===== src/rtl/alu_arbiter_if.sv =====
// Bus between the two requesters, the arbiter and the shared ALU.
interface alu_arbiter_if;
  logic        req0_valid, req1_valid;
  logic [3:0]  req0_op, req1_op;
  logic [31:0] req0_a, req0_b, req1_a, req1_b;
  logic        req0_ready, req1_ready;
  logic        rsp0_valid, rsp1_valid;
  logic        rsp0_ready, rsp1_ready;
  logic [31:0] rsp_result;
  logic        rsp_zero;
  logic [3:0]  alu_op;
  logic [31:0] alu_a, alu_b;
  logic [31:0] alu_result;
  logic        alu_zero;
  logic        busy;

  modport slave (
    input  req0_valid, req1_valid, req0_op, req1_op,
           req0_a, req0_b, req1_a, req1_b,
           rsp0_ready, rsp1_ready, alu_result, alu_zero,
    output req0_ready, req1_ready, rsp0_valid, rsp1_valid,
           rsp_result, rsp_zero, alu_op, alu_a, alu_b, busy
  );

  modport master (
    output req0_valid, req1_valid, req0_op, req1_op,
           req0_a, req0_b, req1_a, req1_b,
           rsp0_ready, rsp1_ready, alu_result, alu_zero,
    input  req0_ready, req1_ready, rsp0_valid, rsp1_valid,
           rsp_result, rsp_zero, alu_op, alu_a, alu_b, busy
  );
endinterface


===== src/rtl/alu_arbiter.sv =====
// Two-requester round-robin front end for a shared fixed-latency ALU;
// one operation in flight, result held until the owner consumes it.
module alu_arbiter #(
  parameter int ALU_LAT = 2
) (
  input logic          clk,
  input logic          reset,
  alu_arbiter_if.slave bus
);
  localparam int CW = $clog2(ALU_LAT + 1) + 1;

  typedef enum logic [1:0] {IDLE, EXEC, RESP} state_e;

  state_e        state_q;
  logic          last_grant_q, gnt_q, zero_q;
  logic [CW-1:0] cnt_q;
  logic [3:0]    op_q;
  logic [31:0]   a_q, b_q, res_q;
  logic          sel, idle, accept, rsp_done;

  // Tie goes to whoever was not granted last; a lone requester always wins.
  assign sel      = (bus.req0_valid && bus.req1_valid) ? ~last_grant_q : bus.req1_valid;
  assign idle     = (state_q == IDLE) && !reset;
  assign bus.req0_ready = idle && bus.req0_valid && !sel;
  assign bus.req1_ready = idle && bus.req1_valid && sel;
  assign accept   = bus.req0_ready || bus.req1_ready;
  assign rsp_done = gnt_q ? bus.rsp1_ready : bus.rsp0_ready;

  always_ff @(posedge clk) begin
    if (reset) begin
      state_q      <= IDLE;
      last_grant_q <= 1'b1;
      gnt_q        <= 1'b0;
      cnt_q        <= '0;
      op_q         <= '0;
      a_q          <= '0;
      b_q          <= '0;
      res_q        <= '0;
      zero_q       <= 1'b0;
    end else begin
      case (state_q)
        IDLE: if (accept) begin
          op_q         <= sel ? bus.req1_op : bus.req0_op;
          a_q          <= sel ? bus.req1_a  : bus.req0_a;
          b_q          <= sel ? bus.req1_b  : bus.req0_b;
          gnt_q        <= sel;
          last_grant_q <= sel;
          cnt_q        <= '0;
          state_q      <= EXEC;
        end
        EXEC: begin
          cnt_q <= cnt_q + CW'(1);
          // cnt reaches ALU_LAT in cycle T+ALU_LAT+1, when the ALU output is valid.
          if (cnt_q == CW'(ALU_LAT)) begin
            res_q   <= bus.alu_result;
            zero_q  <= bus.alu_zero;
            state_q <= RESP;
          end
        end
        RESP: if (rsp_done) begin
          op_q    <= '0;
          a_q     <= '0;
          b_q     <= '0;
          state_q <= IDLE;
        end
        default: state_q <= IDLE;
      endcase
    end
  end

  // Outputs are forced low for the whole time reset is held.
  assign bus.rsp0_valid = !reset && (state_q == RESP) && !gnt_q;
  assign bus.rsp1_valid = !reset && (state_q == RESP) && gnt_q;
  assign bus.busy       = !reset && (state_q != IDLE);
  assign bus.alu_op     = reset ? 4'd0  : op_q;
  assign bus.alu_a      = reset ? 32'd0 : a_q;
  assign bus.alu_b      = reset ? 32'd0 : b_q;
  assign bus.rsp_result = reset ? 32'd0 : res_q;
  assign bus.rsp_zero   = !reset && zero_q;
endmodule


===== src/flat_wrapper.sv =====
// flat-port wrapper written by rule: the top's interface ports become plain ports
module alu_arbiter_flat 
#(
  parameter int ALU_LAT = 2
)
  (clk, reset, bus_req0_valid, bus_req1_valid, bus_req0_op, bus_req1_op, bus_req0_a, bus_req0_b, bus_req1_a, bus_req1_b, bus_rsp0_ready, bus_rsp1_ready, bus_alu_result, bus_alu_zero, bus_req0_ready, bus_req1_ready, bus_rsp0_valid, bus_rsp1_valid, bus_rsp_result, bus_rsp_zero, bus_alu_op, bus_alu_a, bus_alu_b, bus_busy);
  alu_arbiter_if bus_i ();
  input logic clk;
  input logic reset;
  input wire logic [$bits(bus_i.req0_valid)-1:0] bus_req0_valid;
  input wire logic [$bits(bus_i.req1_valid)-1:0] bus_req1_valid;
  input wire logic [$bits(bus_i.req0_op)-1:0] bus_req0_op;
  input wire logic [$bits(bus_i.req1_op)-1:0] bus_req1_op;
  input wire logic [$bits(bus_i.req0_a)-1:0] bus_req0_a;
  input wire logic [$bits(bus_i.req0_b)-1:0] bus_req0_b;
  input wire logic [$bits(bus_i.req1_a)-1:0] bus_req1_a;
  input wire logic [$bits(bus_i.req1_b)-1:0] bus_req1_b;
  input wire logic [$bits(bus_i.rsp0_ready)-1:0] bus_rsp0_ready;
  input wire logic [$bits(bus_i.rsp1_ready)-1:0] bus_rsp1_ready;
  input wire logic [$bits(bus_i.alu_result)-1:0] bus_alu_result;
  input wire logic [$bits(bus_i.alu_zero)-1:0] bus_alu_zero;
  output wire logic [$bits(bus_i.req0_ready)-1:0] bus_req0_ready;
  output wire logic [$bits(bus_i.req1_ready)-1:0] bus_req1_ready;
  output wire logic [$bits(bus_i.rsp0_valid)-1:0] bus_rsp0_valid;
  output wire logic [$bits(bus_i.rsp1_valid)-1:0] bus_rsp1_valid;
  output wire logic [$bits(bus_i.rsp_result)-1:0] bus_rsp_result;
  output wire logic [$bits(bus_i.rsp_zero)-1:0] bus_rsp_zero;
  output wire logic [$bits(bus_i.alu_op)-1:0] bus_alu_op;
  output wire logic [$bits(bus_i.alu_a)-1:0] bus_alu_a;
  output wire logic [$bits(bus_i.alu_b)-1:0] bus_alu_b;
  output wire logic [$bits(bus_i.busy)-1:0] bus_busy;
  assign bus_i.req0_valid = bus_req0_valid;
  assign bus_i.req1_valid = bus_req1_valid;
  assign bus_i.req0_op = bus_req0_op;
  assign bus_i.req1_op = bus_req1_op;
  assign bus_i.req0_a = bus_req0_a;
  assign bus_i.req0_b = bus_req0_b;
  assign bus_i.req1_a = bus_req1_a;
  assign bus_i.req1_b = bus_req1_b;
  assign bus_i.rsp0_ready = bus_rsp0_ready;
  assign bus_i.rsp1_ready = bus_rsp1_ready;
  assign bus_i.alu_result = bus_alu_result;
  assign bus_i.alu_zero = bus_alu_zero;
  assign bus_req0_ready = bus_i.req0_ready;
  assign bus_req1_ready = bus_i.req1_ready;
  assign bus_rsp0_valid = bus_i.rsp0_valid;
  assign bus_rsp1_valid = bus_i.rsp1_valid;
  assign bus_rsp_result = bus_i.rsp_result;
  assign bus_rsp_zero = bus_i.rsp_zero;
  assign bus_alu_op = bus_i.alu_op;
  assign bus_alu_a = bus_i.alu_a;
  assign bus_alu_b = bus_i.alu_b;
  assign bus_busy = bus_i.busy;
  alu_arbiter #(.ALU_LAT(ALU_LAT)) u_core (.clk(clk), .reset(reset), .bus(bus_i));
endmodule

===== config.mk =====
export PLATFORM = sky130hd
export DESIGN_NAME = alu_arbiter_flat
export DESIGN_NICKNAME = d
export VERILOG_FILES = /design/src/rtl/alu_arbiter_if.sv /design/src/rtl/alu_arbiter.sv /design/src/flat_wrapper.sv
export SDC_FILE = /design/constraint.sdc
export NUM_CORES = 1
export LEC_CHECK = 0
export CAP_MARGIN = 10
export CELL_PAD_IN_SITES_DETAIL_PLACEMENT = 0
export CELL_PAD_IN_SITES_GLOBAL_PLACEMENT = 1
export CORE_MARGIN = 3
export CORE_UTILIZATION = 27
export DETAILED_ROUTE_END_ITERATION = 10
export PLACE_DENSITY_LB_ADDON = 0.1
export SLEW_MARGIN = 20
export SYNTH_ARGS = -nofsm -noshare
export SYNTH_HDL_FRONTEND = slang
export SYNTH_SLANG_ARGS = --single-unit

===== constraint.sdc =====
create_clock -name clk -period 1.6 [get_ports clk]
set_clock_uncertainty 0.05 [all_clocks]
set_input_delay 0.16 -clock clk [delete_from_list [all_inputs] [get_ports clk]]
set_output_delay 0.16 -clock clk [all_outputs]
set_load 0.05 [all_outputs]

==> results of run 1 <==
-- per-layer routing --
metal,GRT usage [%],share of wire [%],vias up
met3,4.86,8.1,12
met4,5.15,1.1,0
met5,0,0,-
li1,-,-,2601
met2,28.4,50,176
met1,18.1,41,2329
-- power by group through the flow --
stage	clock (mW)	sequential, mW	combinational (mW)
floorplan	0	2.96	0.987
global placement	0	2.97	1.81
detailed placement	0	2.97	1.83
CTS	2.50	2.91	1.85
global route	2.61	2.93	1.97
finish	2.42	2.91	1.84
-- critical path, cell delays in order, from the launching register on --
cell and delay, ps:
dfxtp_4 350, buf_6 140, nor3_4 140, nand2_1 80, nor2_2 140, buf_12 150
-- layout by cell type (no fill, tap or decap), types with 2 or more instances in the layout --
cell type          n
nor2_2             2
dfxtp_1          104
nor2_1            71
nor3_1             4
nand3b_1           2
o32ai_1           68
buf_4            120
inv_1             69
nand2_1           67
buf_6              3
nor2b_1           34
dfxtp_2            2
buf_12            17
dfxtp_4            2
clkinvlp_4         2
bufinv_16          2
ha_1               2
mux2i_1           67
clkbuf_16          9
nor2b_2            2
clkdlybuf4s50_1  172
nor4bb_4           2
a21oi_1           36
-- worst paths after layout --
path | end | slack [ps] | cells after the start
setup / recovery | bus_req0_ready | 40 | 5
hold / removal | u_core.gnt_q$_SDFFE_PP0P_ | 100 | 2
setup reg to reg | u_core.op_q[0]$_SDFFE_PP0P_ | 70 | 4
hold reg to reg | u_core.res_q[2]$_SDFFE_PP0P_ | 400 | 2
-- cell type report --
class                   instances  area, µm²
inverters                      69        259
well taps                     229        287
diodes                          1       2.50
repair buffers                313       3010
multi-input cells             374       2530
clock buffers                  10        229
fillers                      1766       9700
clock inverters                 6       88.8
flip-flops and latches        108       2170
-- metrics by stage --
step | TNS (ps) | util [%] | instances
after floorplan | -527 | - | 607
after CTS | -11.7 | 46.8 | 1108
after global placement | -8680 | 44.6 | 1088
after global routing | -78.2 | 46.9 | 1110
final | 0 | 46.9 | 1110
after detailed placement | -11410 | 44.6 | 1088
-- flip-flops by register name, summed over array words and instances, names as in the netlist --
name	count
u_core.state_q	2
u_core.op_q	4
u_core.cnt_q	3
u_core.zero_q	1
u_core.a_q	32
u_core.gnt_q	1
u_core.b_q	32
u_core.last_grant_q	1
u_core.res_q	32
-- cells by family (layout without fill, tap and decap cells) --
group                      after synthesis  count (layout)  share of synthesized area (%)
and+or+nand+nor                        192             192                           17.1
buffers and inverters                  125             398                           10.1
AOI/OAI and AO/OA                      111             111                           16.3
DFF                                    108             108                           42.4
muxes                                   69              69                           13.6
adders and majority gates                2               2                          0.491
other                                    0               1                              0
-- timing repair --
action | CTS | global route
gates cloned | 0 | 0
gates resized for setup | 13 | 2
setup buffers | 4 | 1
setup endpoints to repair | 11 | 12
pin swaps | 5 | 2
==> out/qor.csv, run 1 <==
metric;value;unit
status;completed;
die_h;143;µm
arrival;1350;ps
synth_fp_nets;784;
synth_ff_type;dfxtp_1;
tightest_slew;383;ps
clkTransAtPathRegs;70;ps
worst_setup_path_start_kind;flip-flop;
clock-sinks;108;
synth_warnings;0;
num_vias;5118;
relSlewSlack;74.5;%
slew_violations;0;
ys_async_sr_fraction;0;%
clock_latency;340;ps
r2r_start;u_core.gnt_q$_SDFFE_PP0P_;
syn_inst;607;
synth_area;5100;µm²
post-route-cell-area;8570;µm²
route.detailed.wl_per_inst;15.5;µm
cp-startpoint;u_core.state_q[1]$_SDFFE_PP0P_;
viasPerCell;4.61;
pwr-share-seq;40.6;%
setup_viol_count_final;0;
syn2layout_area_growth;68.2;%
fin_ws;35.0;ps
cts-root-buf;clkbuf_16;
antenna_found_initial;1;
power-per-cell-area;836;nW/µm²
clock.fmax;639;MHz
rows;49;
nNetsFinal;1052;
clockBufferDepth;2;
start_util;27.9;%
leakage;3.37;nW
ys_ff_latch;108;
syn_avg_cell_area;8.40;µm²
min_from;reset;
port_buffers;280;
finalPower;7.17;mW
drc_errors;0;
grt_pass1_wl;26100;µm
cp_max_fo;7;
grt_usage;15.9;%
first_pass_iters;6;
drive_gt1_share;19.5;%
worstSetupEndpointType;primary output;
hold_buffers;0;
h-tree-depth;3;
ios;281;
drt_iter0_markers;133;
synth_common_cells;dfxtp_1 (108), nor2_1 (73), inv_1 (69), mux2i_1 (69), o32ai_1 (68);
finalCriticalPeriod;1560;ps
dp_hpwl;12700;µm
wl;17200;µm
grt_pass1_vias;5139;
grt_max_degree;89;
yosysTopAreaCellShare;42.4;%
synth_top_cell_by_area;dfxtp_1;
chipWidth;143;µm
cap_violations;0;
rsz0062_at_grt;yes;
internal-power;5.11;mW
power_frac_comb;25.7;%
numCtsBuffers;9;
core;18300;µm²
postPlaceCellArea;8160;µm²
swShare;28.6;%
hold_viol;0;
cts_tree;built;
ir_drop;0.000495;V
ys_seq_area_share;42.4;%
finalHoldWorstSlack;97.0;ps
synth-edff-count;0;
dieArea;20600;µm²
worstHoldPathType;primary input to flip-flop;
finalWeightedCongestion;0.783;
p_switching;2.05;mW
grt.overflow.total;0;
min_period_over_period;97.8;%
synth_area_leaders;dfxtp_1 (42%), mux2i_1 (14%), o32ai_1 (12%), nor2_1 (5.4%), inv_1 (5.1%);
crit_type;flip-flop to primary output;
synth.distinct_cells;31;
final_antenna_net_count;0;
yosysMostFrequentCell;dfxtp_1;
crit_required;1390;ps
clock_power_share;33.7;%
preCtsSetupSlack;-202;ps
No activity file was read; power rests on OpenSTA's default activity.
==> run 2, diff against run 1 <==
--- a/config.mk
+++ b/config.mk
@@ -5,13 +5,12 @@
 export SDC_FILE = /design/constraint.sdc
 export NUM_CORES = 1
 export LEC_CHECK = 0
-export CAP_MARGIN = 10
-export CELL_PAD_IN_SITES_DETAIL_PLACEMENT = 0
-export CELL_PAD_IN_SITES_GLOBAL_PLACEMENT = 1
+export CAP_MARGIN = 30
 export CORE_MARGIN = 3
-export CORE_UTILIZATION = 27
+export CORE_UTILIZATION = 32
+export CTS_CLUSTER_SIZE = 12
 export DETAILED_ROUTE_END_ITERATION = 10
-export PLACE_DENSITY_LB_ADDON = 0.1
+export PLACE_DENSITY = 0.68
 export SLEW_MARGIN = 20
 export SYNTH_ARGS = -nofsm -noshare
 export SYNTH_HDL_FRONTEND = slang
==> run 2 against run 1 <==
Worst setup slack got worse by 11 ps. Sequential cell count stayed put. Clock-buffer cell count rose by 1. Design area is 0.95% higher. Via count increased by 1.1%. Hold slack gained 5.5 ps. Routed wire length decreased by 3.4%. Largest power group unchanged. Highest routed layer unchanged.
==> out/qor.csv, run 2 (same netlist as run 1, synthesis figures left out) <==
metric;value;unit;change
finalCriticalPeriod;1580;ps;+10.7 ps
hold_viol;0;;unchanged
h-tree-depth;3;;unchanged
clkTransAtPathRegs;70;ps;about the same
rsz0062_at_grt;yes;;
die_h;132;µm;-7.8%
rows;45;;-8.2%
grt.overflow.total;0;;unchanged
seq_area;2170;µm²;-0.23%
setup_viol_count_final;0;;unchanged
clock_latency;340;ps;about the same
fill_cells;1438;;-19%
core;15400;µm²;-16%
power-per-cell-area;829;nW/µm²;-0.89%
postPlaceCellArea;8170;µm²;+0.18%
ir_drop;0.000463;V;-6.5%
slew_violations;0;;unchanged
arrival;1370;ps;+20 ps
leakage;3.44;nW;+2.2%
cpMostUsedCell;buf_6;;
multi_input_area;2530;µm²;about the same
max_stage_delay;340;ps;about the same
worstHoldPathType;primary input to flip-flop;;
clock-sinks;108;;unchanged
port_buffers;280;;unchanged
reg_top3;u_core.a_q: 32 flops, u_core.b_q: 32 flops, u_core.res_q: 32 flops;;
status;completed;;
worstSetupEndpointType;primary output;;
first_pass_iters;5;;-1
cts_tree;built;;
nNetsFinal;1061;;+0.86%
clockBufferDepth;2;;unchanged
dieArea;17500;µm²;-15%
start_util;33.2;%;+5.3 points
wl;16600;µm;-3.4%
cp_top_family;simple AND/OR/NAND/NOR gates;;
ios;281;;unchanged
numCtsBuffers;9;;unchanged
final_cell_count_no_fill;1100;;-0.90%
min_period_over_period;98.5;%;+0.67 points
worst_setup_path_start_kind;flip-flop;;
crit_buf_inv;2;;unchanged
cap_violations;0;;unchanged
cp_cell_sequence;buf_6 > nor3_4 > nand2_1 > nor2_2 > buf_6;;
final_antenna_net_count;0;;unchanged
num_vias;5172;;+1.1%
utilization;56.3;%;+9.4 points
cts-root-buf;clkbuf_16;;
dp_cells;1075;;-1.2%
clock.fmax;635;MHz;-0.68%
grt_usage;17.5;%;+1.6 points
drive_gt1_share;20.5;%;+0.93 points
finalWeightedCongestion;0.769;;-1.8%
relSlewSlack;78.8;%;+4.4 points
syn2layout_area_growth;69.8;%;
finalHoldWorstSlack;103;ps;+5.52 ps
grt_max_degree;71;;-20%
grt_pass1_vias;4821;;-6.2%
chipWidth;132;µm;-7.8%
drc_errors;0;;unchanged
final_common_cell;clkdlybuf4s50_1;;
grt_pass1_wl;25100;µm;-4.0%
route.detailed.wl_per_inst;15.1;µm;-2.5%
viasPerCell;4.70;;+2.0%
antennaDiodeCount;0;;-1
critical_path.slowest_cell;dfxtp_2;;
antenna_found_initial;0;;-1
preCtsSetupSlack;-230;ps;-28.4 ps
crit_type;flip-flop to primary output;;
post-route-cell-area;8650;µm²;+0.95%
crit_required;1390;ps;about the same
tightest_slew;316;ps;-66.8 ps
cp_max_fo;3;;-4
mostFrequentLayoutCells;clkdlybuf4s50_1 (171), buf_4 (125), dfxtp_1 (106);;
drt_iter0_markers;222;;+67%
dp_hpwl;11800;µm;-7.6%
fin_ws;24.3;ps;-10.7 ps
-- run 2: power by group --
part / switching, mW / internal [mW] / total [mW]
clock network: 0.989 / 1.41 / 2.40
registers: 0.0564 / 2.86 / 2.91
logic: 0.957 / 0.904 / 1.86
total: 2.00 / 5.17 / 7.17
-- run 2: cell type report --
cell class / instances / area share, %
repair buffers: 322 / 36.0
clock inverters: 5 / 0.868
inverters: 69 / 2.99
well taps: 211 / 3.05
multi-input cells: 374 / 29.2
clock buffers: 11 / 2.81
flip-flops and latches: 108 / 25.1
-- run 2: routing by layer --
layer,vias to the layer above,track usage [%],part of all wire (%)
li1,2610,-,-
met1,2355,21.8,43
met2,192,29.1,48
met3,15,5.08,7.3
met4,0,5.60,1.5
met5,-,0,0
-- run 2: worst reg2reg max path, cell delays in order, from the launching register on --
cell and delay [ps]:
dfxtp_2 340, buf_4 140, buf_4 160, or3b_1 390, a221o_1 340
-- run 2: worst paths after layout --
check                                                     from                          endpoint  slack [ps]  cells after the start
worst max-delay path            u_core.state_q[1]$_SDFFE_PP0P_                    bus_req0_ready          20                      5
worst min-delay path                                     reset         u_core.gnt_q$_SDFFE_PP0P_         100                      2
worst max register to register  u_core.state_q[1]$_SDFFE_PP0P_  u_core.last_grant_q$_SDFFE_PP1P_          80                      4
worst min register to register   u_core.res_q[27]$_SDFFE_PP0P_     u_core.res_q[27]$_SDFFE_PP0P_         400                      2
-- run 2: repair_timing --
item	4_1_cts	5_1_grt
setup buffers	5	3
cloned	0	2
resized for setup	10	8
pin swaps	3	4
endpoints found under the setup margin	4	11
hold buffers	0	0
-- run 2: metrics by stage --
step / TNS, ps / power [mW]
6_report: 0 / 7.17
2_1_floorplan: -527 / 3.94
4_1_cts: -90.1 / 7.25
3_3_place_gp: -12930 / 4.80
5_1_grt: -106 / 7.49
3_5_place_dp: -13540 / 4.81
==> run 3, diff against run 2 <==
--- a/config.mk
+++ b/config.mk
@@ -5,13 +5,13 @@
 export SDC_FILE = /design/constraint.sdc
 export NUM_CORES = 1
 export LEC_CHECK = 0
-export CAP_MARGIN = 30
+export CAP_MARGIN = 20
 export CORE_MARGIN = 3
 export CORE_UTILIZATION = 32
 export CTS_CLUSTER_SIZE = 12
 export DETAILED_ROUTE_END_ITERATION = 10
 export PLACE_DENSITY = 0.68
-export SLEW_MARGIN = 20
+export SLEW_MARGIN = 10
 export SYNTH_ARGS = -nofsm -noshare
 export SYNTH_HDL_FRONTEND = slang
 export SYNTH_SLANG_ARGS = --single-unit
==> results of run 3 <==
Final layout, timing and power as in run 2 (identical DEF).
